<file path="src/rtl/mem_port_arbiter_if.sv">
// ============================================================================
// mem_port_arbiter_if : fetch/data requester and memory-port signal bundle
// Rev 1.0
// ============================================================================
`default_nettype none

interface mem_port_arbiter_if #(
  parameter int ADDR_WIDTH = 32,
  parameter int DATA_WIDTH = 32
);
  // Fetch requester (port I)
  logic                  i_req;
  logic [ADDR_WIDTH-1:0] i_addr;
  logic                  i_gnt;
  logic                  i_rvalid;
  logic [DATA_WIDTH-1:0] i_rdata;

  // Load/store requester (port D)
  logic                  d_req;
  logic                  d_we;
  logic [ADDR_WIDTH-1:0] d_addr;
  logic [DATA_WIDTH-1:0] d_wdata;
  logic                  d_gnt;
  logic                  d_rvalid;
  logic [DATA_WIDTH-1:0] d_rdata;

  // Shared memory port
  logic                  mem_req;
  logic                  mem_we;
  logic [ADDR_WIDTH-1:0] mem_addr;
  logic [DATA_WIDTH-1:0] mem_wdata;
  logic                  mem_ready;
  logic                  mem_rvalid;
  logic [DATA_WIDTH-1:0] mem_rdata;

  logic                  busy;

  // The arbiter is the master of the memory port.
  modport master (
    input  i_req, i_addr,
    input  d_req, d_we, d_addr, d_wdata,
    input  mem_ready, mem_rvalid, mem_rdata,
    output i_gnt, i_rvalid, i_rdata,
    output d_gnt, d_rvalid, d_rdata,
    output mem_req, mem_we, mem_addr, mem_wdata,
    output busy
  );

  // Core requesters plus memory, seen from outside the arbiter.
  modport slave (
    output i_req, i_addr,
    output d_req, d_we, d_addr, d_wdata,
    output mem_ready, mem_rvalid, mem_rdata,
    input  i_gnt, i_rvalid, i_rdata,
    input  d_gnt, d_rvalid, d_rdata,
    input  mem_req, mem_we, mem_addr, mem_wdata,
    input  busy
  );
endinterface

`default_nettype wire

</file>
<file path="src/rtl/mem_port_arbiter.sv">
// ============================================================================
// mem_port_arbiter : shares one memory port between fetch (I) and load/store (D)
// Optional MEM_ARB_ROUND_ROBIN_EN: alternate winner on contention. Rev 1.0
// ============================================================================
`default_nettype none

module mem_port_arbiter #(
  parameter int ADDR_WIDTH = 32,
  parameter int DATA_WIDTH = 32
) (
  input  wire logic           clk,
  input  wire logic           rst,
  mem_port_arbiter_if.master  bus
);

  localparam logic [1:0] ST_IDLE = 2'd0;
  localparam logic [1:0] ST_REQ  = 2'd1;
  localparam logic [1:0] ST_RESP = 2'd2;

  localparam logic OWN_I = 1'b0;
  localparam logic OWN_D = 1'b1;

  logic [1:0]            state;
  logic [1:0]            state_nxt;
  logic                  owner;
  logic                  any_req;
  logic                  pick_d;

  logic                  i_gnt_q;
  logic                  i_rvalid_q;
  logic [DATA_WIDTH-1:0] i_rdata_q;
  logic                  d_gnt_q;
  logic                  d_rvalid_q;
  logic [DATA_WIDTH-1:0] d_rdata_q;
  logic                  mem_req_q;
  logic                  mem_we_q;
  logic [ADDR_WIDTH-1:0] mem_addr_q;
  logic [DATA_WIDTH-1:0] mem_wdata_q;

  always_comb begin
    any_req = bus.i_req | bus.d_req;
  end

`ifdef MEM_ARB_ROUND_ROBIN_EN
  logic last_owner;

  // On contention the port that did not win last time takes the port.
  always_comb begin
    pick_d = bus.d_req;
    if (bus.i_req && bus.d_req) begin
      pick_d = (last_owner == OWN_I);
    end
  end

  always_ff @(posedge clk) begin
    if (rst) begin
      last_owner <= OWN_D;
    end else if ((state == ST_IDLE) && any_req) begin
      last_owner <= pick_d;
    end
  end
`else
  // D outranks I: a pending load/store belongs to an already-fetched instruction.
  always_comb begin
    pick_d = bus.d_req;
  end
`endif

  always_comb begin
    state_nxt = state;
    case (state)
      ST_IDLE: begin
        if (any_req) begin
          state_nxt = ST_REQ;
        end
      end
      ST_REQ: begin
        if (bus.mem_ready) begin
          state_nxt = ST_RESP;
        end
      end
      ST_RESP: begin
        if (bus.mem_rvalid) begin
          state_nxt = ST_IDLE;
        end
      end
      default: begin
        state_nxt = ST_IDLE;
      end
    endcase
  end

  always_ff @(posedge clk) begin
    if (rst) begin
      state       <= ST_IDLE;
      owner       <= OWN_I;
      i_gnt_q     <= 1'b0;
      i_rvalid_q  <= 1'b0;
      i_rdata_q   <= '0;
      d_gnt_q     <= 1'b0;
      d_rvalid_q  <= 1'b0;
      d_rdata_q   <= '0;
      mem_req_q   <= 1'b0;
      mem_we_q    <= 1'b0;
      mem_addr_q  <= '0;
      mem_wdata_q <= '0;
    end else begin
      state      <= state_nxt;
      i_gnt_q    <= 1'b0;
      d_gnt_q    <= 1'b0;
      i_rvalid_q <= 1'b0;
      d_rvalid_q <= 1'b0;

      case (state)
        ST_IDLE: begin
          if (any_req) begin
            owner       <= pick_d ? OWN_D : OWN_I;
            mem_req_q   <= 1'b1;
            mem_addr_q  <= pick_d ? bus.d_addr : bus.i_addr;
            mem_we_q    <= pick_d & bus.d_we;
            mem_wdata_q <= pick_d ? bus.d_wdata : '0;
            i_gnt_q     <= ~pick_d;
            d_gnt_q     <= pick_d;
          end
        end
        ST_REQ: begin
          if (bus.mem_ready) begin
            mem_req_q <= 1'b0;
          end
        end
        ST_RESP: begin
          if (bus.mem_rvalid) begin
            if (owner == OWN_D) begin
              d_rvalid_q <= 1'b1;
              d_rdata_q  <= mem_we_q ? '0 : bus.mem_rdata;
            end else begin
              i_rvalid_q <= 1'b1;
              i_rdata_q  <= bus.mem_rdata;
            end
          end
        end
        default: begin
          mem_req_q <= 1'b0;
        end
      endcase
    end
  end

  assign bus.i_gnt     = i_gnt_q;
  assign bus.i_rvalid  = i_rvalid_q;
  assign bus.i_rdata   = i_rdata_q;
  assign bus.d_gnt     = d_gnt_q;
  assign bus.d_rvalid  = d_rvalid_q;
  assign bus.d_rdata   = d_rdata_q;
  assign bus.mem_req   = mem_req_q;
  assign bus.mem_we    = mem_we_q;
  assign bus.mem_addr  = mem_addr_q;
  assign bus.mem_wdata = mem_wdata_q;
  assign bus.busy      = (state != ST_IDLE);

endmodule

`default_nettype wire

</file>
<file path="src/flat_wrapper.sv">
// flat-port wrapper written by rule: the top's interface ports become plain ports
module mem_port_arbiter_flat 
#(
  parameter int ADDR_WIDTH = 32,
  parameter int DATA_WIDTH = 32
)
  (clk, rst, bus_i_req, bus_i_addr, bus_d_req, bus_d_we, bus_d_addr, bus_d_wdata, bus_mem_ready, bus_mem_rvalid, bus_mem_rdata, bus_i_gnt, bus_i_rvalid, bus_i_rdata, bus_d_gnt, bus_d_rvalid, bus_d_rdata, bus_mem_req, bus_mem_we, bus_mem_addr, bus_mem_wdata, bus_busy);
  mem_port_arbiter_if #(.ADDR_WIDTH(ADDR_WIDTH), .DATA_WIDTH(DATA_WIDTH)) bus_i ();
  input  wire logic clk;
  input  wire logic rst;
  input wire logic [$bits(bus_i.i_req)-1:0] bus_i_req;
  input wire logic [$bits(bus_i.i_addr)-1:0] bus_i_addr;
  input wire logic [$bits(bus_i.d_req)-1:0] bus_d_req;
  input wire logic [$bits(bus_i.d_we)-1:0] bus_d_we;
  input wire logic [$bits(bus_i.d_addr)-1:0] bus_d_addr;
  input wire logic [$bits(bus_i.d_wdata)-1:0] bus_d_wdata;
  input wire logic [$bits(bus_i.mem_ready)-1:0] bus_mem_ready;
  input wire logic [$bits(bus_i.mem_rvalid)-1:0] bus_mem_rvalid;
  input wire logic [$bits(bus_i.mem_rdata)-1:0] bus_mem_rdata;
  output wire logic [$bits(bus_i.i_gnt)-1:0] bus_i_gnt;
  output wire logic [$bits(bus_i.i_rvalid)-1:0] bus_i_rvalid;
  output wire logic [$bits(bus_i.i_rdata)-1:0] bus_i_rdata;
  output wire logic [$bits(bus_i.d_gnt)-1:0] bus_d_gnt;
  output wire logic [$bits(bus_i.d_rvalid)-1:0] bus_d_rvalid;
  output wire logic [$bits(bus_i.d_rdata)-1:0] bus_d_rdata;
  output wire logic [$bits(bus_i.mem_req)-1:0] bus_mem_req;
  output wire logic [$bits(bus_i.mem_we)-1:0] bus_mem_we;
  output wire logic [$bits(bus_i.mem_addr)-1:0] bus_mem_addr;
  output wire logic [$bits(bus_i.mem_wdata)-1:0] bus_mem_wdata;
  output wire logic [$bits(bus_i.busy)-1:0] bus_busy;
  assign bus_i.i_req = bus_i_req;
  assign bus_i.i_addr = bus_i_addr;
  assign bus_i.d_req = bus_d_req;
  assign bus_i.d_we = bus_d_we;
  assign bus_i.d_addr = bus_d_addr;
  assign bus_i.d_wdata = bus_d_wdata;
  assign bus_i.mem_ready = bus_mem_ready;
  assign bus_i.mem_rvalid = bus_mem_rvalid;
  assign bus_i.mem_rdata = bus_mem_rdata;
  assign bus_i_gnt = bus_i.i_gnt;
  assign bus_i_rvalid = bus_i.i_rvalid;
  assign bus_i_rdata = bus_i.i_rdata;
  assign bus_d_gnt = bus_i.d_gnt;
  assign bus_d_rvalid = bus_i.d_rvalid;
  assign bus_d_rdata = bus_i.d_rdata;
  assign bus_mem_req = bus_i.mem_req;
  assign bus_mem_we = bus_i.mem_we;
  assign bus_mem_addr = bus_i.mem_addr;
  assign bus_mem_wdata = bus_i.mem_wdata;
  assign bus_busy = bus_i.busy;
  mem_port_arbiter #(.ADDR_WIDTH(ADDR_WIDTH), .DATA_WIDTH(DATA_WIDTH)) u_core (.clk(clk), .rst(rst), .bus(bus_i));
endmodule
</file>
<file path="config.mk">
export PLATFORM = sky130hd
export DESIGN_NAME = mem_port_arbiter_flat
export DESIGN_NICKNAME = d
export VERILOG_FILES = /design/src/rtl/mem_port_arbiter_if.sv /design/src/rtl/mem_port_arbiter.sv /design/src/flat_wrapper.sv
export SDC_FILE = /design/constraint.sdc
export NUM_CORES = 1
export LEC_CHECK = 0
export ABC_AREA = 0
export BUFFER_PORTS_ARGS = -buffer_cell sky130_fd_sc_hd__buf_2
export CORE_MARGIN = 3
export CORE_UTILIZATION = 49
export CTS_CLUSTER_DIAMETER = 50
export CTS_CLUSTER_SIZE = 8
export DETAILED_ROUTE_END_ITERATION = 10
export PLACE_DENSITY = 0.89
export SETUP_SLACK_MARGIN = 0.05
export SYNTH_ARGS = -nofsm -noshare
export SYNTH_HDL_FRONTEND = slang
export SYNTH_SLANG_ARGS = --single-unit
</file>
<file path="constraint.sdc">
create_clock -name clk -period 2.55 [get_ports clk]
set_input_delay 0.1275 -clock clk [delete_from_list [all_inputs] [get_ports clk]]
set_output_delay 0.1275 -clock clk [all_outputs]
set_load 0.02 [all_outputs]
</file>
==> summary.md, run 1 <==
| Metric | Value |
|---|---|
| Post-synth EDFFs | `0` |
| Combinational Power Share | `0.160` |
| Critical path's slowest cell | `dfxtp_1` |
| Max cap viols | `0` |
| Critical path depth in cells | `1` |
| Area Growth Syn to Fin | `59.1%` |
| Final design utilization | `0.807` |
| Hold Crit Class | `primary input to flip-flop` |
| Total Routed Length | `between 15000 and 20000 um` |
| Drt initial violations | `about 560` |
| Switching Share | `0.256` |
| Most common cell in the netlist | `dfxtp_1` |
| Clock slew at reported path FFs | `~0.06 ns` |
| Seq/Total Area, Yosys | `0.519` |
| Actual slew at the worst max-slew pin | `1.00 ns` |
| Maximum VDD drop | `0.000499 V` |
| Via count | `5810` |
| Maximum clock path buffer count | `2` |
| Post-route ant nets | `0` |
| CTS Root Cell | `clkbuf_8` |
| Vias in the first global route | `5892` |
| Yosys warns | `0` |
| Buf/Inv on CP | `1` |
| Crit path DAT | `1.81 ns` |
| Resize count post-CTS | `0` |
| Vias per inst | `5.55` |
| H-tree levels | `4` |
| Unrepaired setup endpoints after global routing | `no` |
| Worst-path cell chain | `buf_2` |
| Cell area power density | `705 nW/um2` |
| RePlAce Congestion | `0.793` |
| Clock Latency Late Sink | `0.51 ns` |
| TritonCTS clock tree | `done` |
| Remaining Overflow, GRT | `0` |
| Die Y | `110 um` |
| Yosys reg bits | `137` |
| Critical Path RT | `around 2.4 ns` |
| Syn Nets | `between 600 and 700` |
| Final hold viol count | `0` |
| Post-synth top area cell | `dfxtp_1` |
| R2R cell count | `3` |
| Final nets | `approximately 1000` |
| Distinct cell type count after synthesis | `27` |
| Status | `finished clean` |
| DR DRC count | `0` |
| IO Pins | `270` |
| Share of layout cells above drive strength 1 | `0.380` |
| Max Freq | `between 500 and 600 MHz` |
| Drt wl/cell | `18.6 um` |
| P_leak | `~0.0038 uW` |
| Period utilization | `0.758` |
| First-pass GRT wire length | `29300 um` |
| Crit-path leading delay family | `flip-flops` |
| Mean Syn Cell Area | `9.86 um2` |
| CTS Buf Count | `17` |
| Commonest cells in the netlist | `dfxtp_1 (137), nand2_1 (100), a21oi_1 (99)` |
| CP endpoint kind | `output port` |
| Post-synth top area share | `0.519` |
| Worst path max stage delay | `0.97 ns` |
| Setup CP Type | `flip-flop to output port` |
| Cell Int Power | `~4400 uW` |
| Core footprint | `10400 um2` |
| Number of port buffers | `roughly 270` |
| Clk sinks | `between 100 and 150` |
| Tmin final | `1.93 ns` |
| Max-slew violation count | `0` |
| Post-Syn Area | `5280 um2` |
| Largest net degree at the start of global routing | `65` |
| FFs w/ async S/R, synth | `0` |
| Top FF cell, synth | `dfxtp_1` |
| Pwr Total | `5930 uW` |
| Cells after Synth | `536` |
| DR pass1 iterations | `5` |
| CP Max Fanout | `34` |
| Hold Path Depth | `3` |
| Total GRT Usage | `0.315` |
| Full die area | `12100 um2` |
| Final Setup Violations | `0` |
| Startpoint Class | `flip-flop` |
| Slew headroom | `0.331` |
| Seq pwr share | `0.396` |
| Setup tns final | `0 ns` |
| Initial antenna violation count | `2` |
| Die width | `between 100 and 150 um` |
| Switching power | `around 1500 uW` |
| Starting Density | `0.507` |
| Fillers | `570` |
| Post-DP HPWL | `10600 um` |
| Clk_skew | `slightly below 0.01 ns` |
| Main area contributors after synthesis | `dfxtp_1 (52%), a21oi_1 (9.4%), a211oi_2 (7.1%)` |
| Clock Power Share | `0.444` |
| Row count | `37` |
flip-flops by register name, indices dropped and copies added, names as in the netlist, 2 cells and up:
name	cells
u_core.bus.i_rdata	32
u_core.bus.mem_addr	32
u_core.bus.d_rdata	32
u_core.state	2
u_core.bus.mem_wdata	32
cells in the final DEF, fill, tap and decap left out, drive strengths merged:
cell / netlist / final
bufinv: 0 / 4
clkinv: 0 / 3
inv: 1 / 2
nand4bb: 1 / 1
nor3: 1 / 1
nand3b: 33 / 33
nand2: 100 / 100
a21o: 1 / 1
a22o: 33 / 33
clkbuf: 28 / 22
and2: 1 / 1
a211oi: 32 / 32
mux2i: 32 / 32
or2: 1 / 1
nor2: 5 / 5
dfxtp: 137 / 137
dlygate4sd3: 0 / 115
nor4bb: 1 / 1
diode: 0 / 3
a21oi: 100 / 100
o21ai: 1 / 1
nor3b: 1 / 1
and4b: 1 / 1
nand4b: 1 / 1
buf: 25 / 277
clkinvlp: 0 / 2
routing by layer:
layer | vias up | part of all wire | track usage | wire (um)
li1 | 2614 | - | - | -
met1 | 2742 | 0.35 | 0.333 | 6790
met2 | 382 | 0.53 | 0.568 | 10300
met3 | 72 | 0.083 | 0.0787 | 1620
met4 | 0 | 0.043 | 0.173 | 836
met5 | - | 0 | 0 | 0
cells by family after synthesis:
kind of cell / Yosys count / share of synthesized area
multiplexers: 32 / 0.0606
AO/OA/AOI/OAI: 167 / 0.228
flip-flops: 137 / 0.519
buffers and inverters: 54 / 0.0528
AND/OR/NAND/NOR: 146 / 0.140
metrics by stage:
step | hold slack, ns | setup WS (ns) | cells | area, um2
after detailed placement | 0.347 | 0.757 | 896 | 6600
after CTS | 0.000683 | 0.616 | 1043 | 8400
final | 0.0152 | 0.617 | 1046 | 8410
after floorplan | 0.260 | 1.16 | 536 | 5280
after global routing | 0.00951 | 0.502 | 1045 | 8400
after global placement | 0.343 | 0.846 | 896 | 6600
power by group through the flow:
stage / Combinational [uW] / Clock [uW] / Sequential (uW)
finish: 946 / 2630 / 2350
global route: 1010 / 2760 / 2360
CTS: 908 / 2670 / 2340
detailed placement: 757 / 0 / 2380
global placement: 737 / 0 / 2380
floorplan: 377 / 0 / 2490
final timing paths:
| kind | startpoint | end | slack (ns) |
|---|---|---|---|
| setup / recovery | u_core.bus.mem_we | bus_mem_we | 0.62 |
| hold / removal | bus_i_addr[8] | u_core.bus.mem_addr[8] | 0.02 |
| setup reg to reg | u_core.state[0] | u_core.bus.mem_wdata[31] | 0.68 |
| hold reg to reg | u_core.bus.d_rdata[9] | u_core.bus.d_rdata[9] | 0.45 |
layout make-up:
| type | instances | area, um2 | share of cell area |
|---|---|---|---|
| diodes | 3 | 7.51 | 0.000893 |
| clock buffers | 22 | 483 | 0.0575 |
| clock inverters | 10 | 163 | 0.0194 |
| inverters | 1 | 3.75 | 0.000447 |
| multi-input cells | 345 | 2280 | 0.271 |
| flip-flops and latches | 137 | 2740 | 0.326 |
| well taps | 136 | 170 | 0.0202 |
| repair buffers | 392 | 2560 | 0.305 |
repair_timing:
item | 4_1_cts | 5_1_grt
hold buffers | 115 | 0
endpoints found under the hold margin | 128 | 0
setup buffers | 0 | 0
(Power assumes the default switching activity.)
==> run 2, diff against run 1 <==
Settings changed: CORE_UTILIZATION 49 to 41, PLACE_DENSITY 0.89 to 0.8.
Clock period 2.55 ns to 1.65 ns, I/O delays scaled along.
==> summary.md, run 2 (synthesis results as in run 1) <==
| Metric | Value |
|---|---|
| Critical Path RT | `1.99 ns` |
| DR DRC count | `0` |
| Remaining Overflow, GRT | `0` |
| Full die area | `approximately 14000 um2` |
| Setup slack after layout | `0.157 ns` |
| Total Routed Length | `around 17000 um` |
| Cell Int Power | `7070 uW` |
| Via count | `about 5300` |
| Max Freq | `between 600 and 700 MHz` |
| Clk sinks | `~140` |
| Finished Layout Cells | `1037` |
| Most common cell after layout, fill and taps aside | `buf_2` |
| Hold Crit Class | `primary input to flip-flop` |
| H-tree levels | `4` |
| Final hold viol count | `0` |
| Unrepaired setup endpoints after global routing | `no` |
| DR pass1 iterations | `5` |
| Die Y | `120 um` |
| Startpoint Class | `flip-flop` |
| Post-CTS Setup Inserts | `0` |
| CTS Root Cell | `clkbuf_16` |
| Critical path's slowest cell | `a21oi_2` |
| Max cap viols | `0` |
| Most frequent cells in the layout | `buf_2 (268), dfxtp_1 (136), nand2_1 (100)` |
| Drt wl/cell | `around 16 um` |
| Combinational Power Share | `0.149` |
| Total GRT Usage | `0.224` |
| Setup CP Type | `flip-flop to flip-flop` |
| Final Setup Violations | `0` |
| Vias per inst | `5.09` |
| Vias in the first global route | `5275` |
| Clock Latency Late Sink | `0.40 ns` |
| Core footprint | `12300 um2` |
| Final instance area | `8150 um2` |
| Worst-path cell chain | `nor2_8, a21oi_2, a22o_1` |
| First-pass GRT wire length | `26000 um` |
| Crit-path leading delay family | `compound AO/OA/AOI/OAI gates` |
| CP Max Fanout | `17` |
| TritonCTS clock tree | `done` |
| Actual slew at the worst max-slew pin | `0.859 ns` |
| Area Growth Syn to Fin | `54.3%` |
| Maximum clock path buffer count | `2` |
| Largest net degree at the start of global routing | `between 70 and 80` |
| Crit path DAT | `between 1.5 and 2 ns` |
| Drt initial violations | `approximately 440` |
| Final design utilization | `0.662` |
| Pre-CTS WS | `0.162 ns` |
| Share of layout cells above drive strength 1 | `0.408` |
| P_leak | `0.00371 uW` |
| Worst path max stage delay | `0.67 ns` |
| Switching power | `2280 uW` |
| Post-route ant nets | `0` |
| Number of port buffers | `~270` |
| RePlAce Congestion | `0.833` |
| Tmin final | `1.49 ns` |
| Buf/Inv on CP | `0` |
| Post-DP Area | `around 6800 um2` |
| Seq pwr share | `0.384` |
| Maximum VDD drop | `0.000747 V` |
| Clock slew at reported path FFs | `0.06 ns` |
| Starting Density | `0.429` |
| Initial antenna violation count | `1` |
| Die width | `120 um` |
| Status | `finished clean` |
| Setup tns final | `0 ns` |
| IO Pins | `270` |
| Post-DP HPWL | `10500 um` |
| Switching Share | `0.244` |
| Placed Cells | `around 940` |
| Period utilization | `0.905` |
| Slew headroom | `0.427` |
| Clk_skew | `0.0135 ns` |
| CTS Buf Count | `17` |
| Clock Power Share | `0.467` |
| CP endpoint kind | `flip-flop` |
| Final nets | `991` |
| Row count | `40` |
| Max-slew violation count | `0` |
| Cell area power density | `1150 nW/um2` |
-- run 2: cell types whose count changed in the layout (fill, tap and decap cells not counted), moves of 2 or more --
cell	before	now
buf_12	0	6
bufinv_16	4	6
buf_4	9	12
clkinv_2	2	0
clkbuf_8	6	3
diode_2	3	1
dlygate4sd3_1	115	67
-- run 2: worst register-to-register path, cell delays in order (launching register included) --
cell and delay, ns:
dfxtp_1 0.42, nor2_8 0.10, a21oi_2 0.67, a22o_1 0.24
-- run 2: what timing repair did --
action	in CTS	in global routing
endpoints found under the setup margin	0	35
gates resized for setup	0	1
hold buffers	67	0
hold endpoints to repair	99	0
-- run 2: cell type report --
type | instances | area [um2]
tap | 168 | 210
fill | 976 | 4160
sequential | 137 | 2740
antenna | 1 | 2.50
clock inverter | 10 | 214
inverter | 1 | 3.75
timing repair buffer | 353 | 2220
clock buffer | 21 | 470
multi-input combinational | 346 | 2280
-- run 2: per-stage QoR --
stage                     hold WS (ns)  total power [uW]
after detailed placement         0.304              4900
after global placement           0.298              4890
after floorplan                  0.215              4430
after CTS                       0.0171              9380
final                           0.0301              9340
after global routing            0.0563              9700
-- run 2: layer usage --
layer | up-vias | routed length, um | global-route usage
li1 | 2533 | - | -
met1 | 2458 | 6500 | 0.262
met2 | 245 | 8370 | 0.381
met3 | 42 | 1130 | 0.0608
met4 | 0 | 596 | 0.110
met5 | - | 0 | 0
-- run 2: path summary, 6_finish.rpt --
path	start	end	slack, ns	cells after the start
setup / recovery	u_core.state[1]	u_core.bus.mem_wdata[1]	0.16	3
hold / removal	bus_i_addr[0]	u_core.bus.mem_addr[0]	0.03	3
setup reg to reg	u_core.state[1]	u_core.bus.mem_wdata[1]	0.16	3
hold reg to reg	u_core.bus.d_rdata[5]	u_core.bus.d_rdata[5]	0.45	2
-- run 2: power groups by stage --
| stage | Sequential, uW | Combinational, uW | Clock (uW) |
|---|---|---|---|
| CTS | 3590 | 1380 | 4420 |
| floorplan | 3850 | 583 | 0 |
| detailed placement | 3650 | 1250 | 0 |
| finish | 3590 | 1390 | 4360 |
| global route | 3610 | 1500 | 4600 |
| global placement | 3660 | 1230 | 0 |
==> run 3, diff against run 2 <==
Settings changed: BUFFER_PORTS_ARGS -buffer_cell sky130_fd_sc_hd__buf_2 to unset, CORE_UTILIZATION 41 to 55, DONT_BUFFER_PORTS set to 1, PLACE_DENSITY 0.8 to 0.77.
==> summary.md, run 3 (synthesis results as in run 1) <==
| Metric | Value |
|---|---|
| Status | `finished, violations left` |
| Violated checks | `hold timing` |
| Finished Layout Cells | `700` |
| Hold Crit Class | `primary input to flip-flop` |
| Cell area power density | `1300 nW/um2` |
| Period utilization | `0.867` |
| Final nets | `693` |
| CP endpoint kind | `output port` |
| Final hold viol count | `slightly above 100` |
| Tmin final | `1.43 ns` |
| Clk sinks | `137` |
| H-tree levels | `4` |
| Most frequent cells in the layout | `dfxtp_1 (135), nand2_1 (100), a21oi_1 (99)` |
| Row count | `35` |
| CP Max Fanout | `12` |
| Maximum clock path buffer count | `2` |
| CTS Buf Count | `17` |
| Placed Cells | `624` |
| Core footprint | `9280 um2` |
| Via count | `4158` |
| Pwr Total | `8270 uW` |
| Full die area | `10800 um2` |
| Total Routed Length | `13900 um` |
| DR pass1 iterations | `4` |
| Vias per inst | `around 5.9` |
| DR DRC count | `0` |
| Setup tns final | `0 ns` |
| Total GRT Usage | `0.249` |
| Unrepaired setup endpoints after global routing | `no` |
| Final Setup Violations | `0` |
| Max-slew violation count | `0` |
| Crit. Startpoint | `u_core.state[1]` |
| Worst-path cell chain | `nor2_8, inv_2, buf_4` |
| Die width | `~100 um` |
| Die Y | `approximately 100 um` |
| First-pass GRT wire length | `21800 um` |
| Maximum VDD drop | `0.000610 V` |
| Clock Latency Late Sink | `0.50 ns` |
| Largest net degree at the start of global routing | `around 110` |
| Min-delay src | `rst` |
| Clk_skew | `between 0.009 and 0.01 ns` |
| Diode count | `0` |
| Critical Path RT | `1.57 ns` |
| Remaining Overflow, GRT | `0` |
| Initial antenna violation count | `0` |
| Buf/Inv on CP | `2` |
| Share of layout cells above drive strength 1 | `0.144` |
| Most common cell after layout, fill and taps aside | `dfxtp_1` |
| Critical path's slowest cell | `dfxtp_2` |
| Drt initial violations | `between 200 and 300` |
| Max cap viols | `0` |
| Setup slack after layout | `0.220 ns` |
| IO Pins | `270` |
| Max Freq | `around 700 MHz` |
| Pre-CTS WS | `between 0.15 and 0.2 ns` |
| Min Hold Slack | `-0.329 ns` |
| TritonCTS clock tree | `done` |
| CTS Root Cell | `clkbuf_8` |
| Worst path max stage delay | `0.38 ns` |
| Clock slew at reported path FFs | `about 0.06 ns` |
| RePlAce Congestion | `between 0.8 and 0.9` |
| Vias in the first global route | `4080` |
| Crit-path leading delay family | `flip-flops` |
| Drt wl/cell | `19.9 um` |
| Post-route ant nets | `0` |
| Area Growth Syn to Fin | `20.5%` |
| Startpoint Class | `flip-flop` |
| Number of port buffers | `0` |
| Starting Density | `0.569` |
| Post-DP HPWL | `9030 um` |
| Actual slew at the worst max-slew pin | `0.557 ns` |
| Reg2Reg Launch Point | `u_core.state[1]` |
| Slew headroom | `0.629` |
| Crit path DAT | `roughly 1.4 ns` |
| Setup CP Type | `flip-flop to output port` |
| Fillers | `between 700 and 800` |
| P_leak | `0.00230 uW` |
run 3: metal layers:
metal	GRT usage	vias up	share of wire
met5	0	-	0
met4	0.0988	0	0.015
met3	0.0844	19	0.086
met2	0.423	212	0.51
met1	0.289	1992	0.39
li1	-	1935	-
run 3: cell type report:
class | instances | area (um2) | area share
multi-input cells | 345 | 2280 | 0.358
inverters | 1 | 3.75 | 0.000590
clock inverters | 14 | 170 | 0.0267
flip-flops and latches | 137 | 2750 | 0.431
repair buffers | 56 | 591 | 0.0928
well taps | 129 | 161 | 0.0254
clock buffers | 18 | 418 | 0.0657
run 3: worst reg2reg max path, delay by kind of cell, from the launching register on:
family             cells  cell delay (ns)
and+or+nand+nor        2             0.74
AOI/OAI and AO/OA      1             0.15
DFF                    1             0.38
run 3: timing repair:
action / in CTS / in global routing
resized for setup: 0 / 2
buffers inserted: 0 / 0
endpoints found under the setup margin: 0 / 24
endpoints found under the hold margin: 137 / 103
hold buffers: 35 / 9
run 3: power breakdown:
group	switching (uW)	total, uW	leakage [uW]	internal (uW)
Sequential	358	3850	0.00112	3490
Combinational	357	698	0.000899	342
Clock	1420	3730	0.000278	2310
run 3: final timing paths:
check / slack, ns / endpoint / cells after the start
worst max-delay path: 0.22 / bus_busy / 3
worst min-delay path: -0.33 / u_core.bus.mem_addr[2] / 1
worst max register to register: 0.23 / u_core.bus.mem_addr[18] / 3
worst min register to register: 0.55 / u_core.bus.d_rdata[15] / 2
run 3: stage by stage:
step / hold slack (ns) / util / instance area (um2)
final: -0.329 / 0.686 / 6360
after global routing: -0.370 / 0.686 / 6360
after CTS: -0.369 / 0.676 / 6270
after detailed placement: 0.168 / 0.573 / 5320
after global placement: 0.168 / 0.573 / 5320
after floorplan: 0.215 / - / 5280
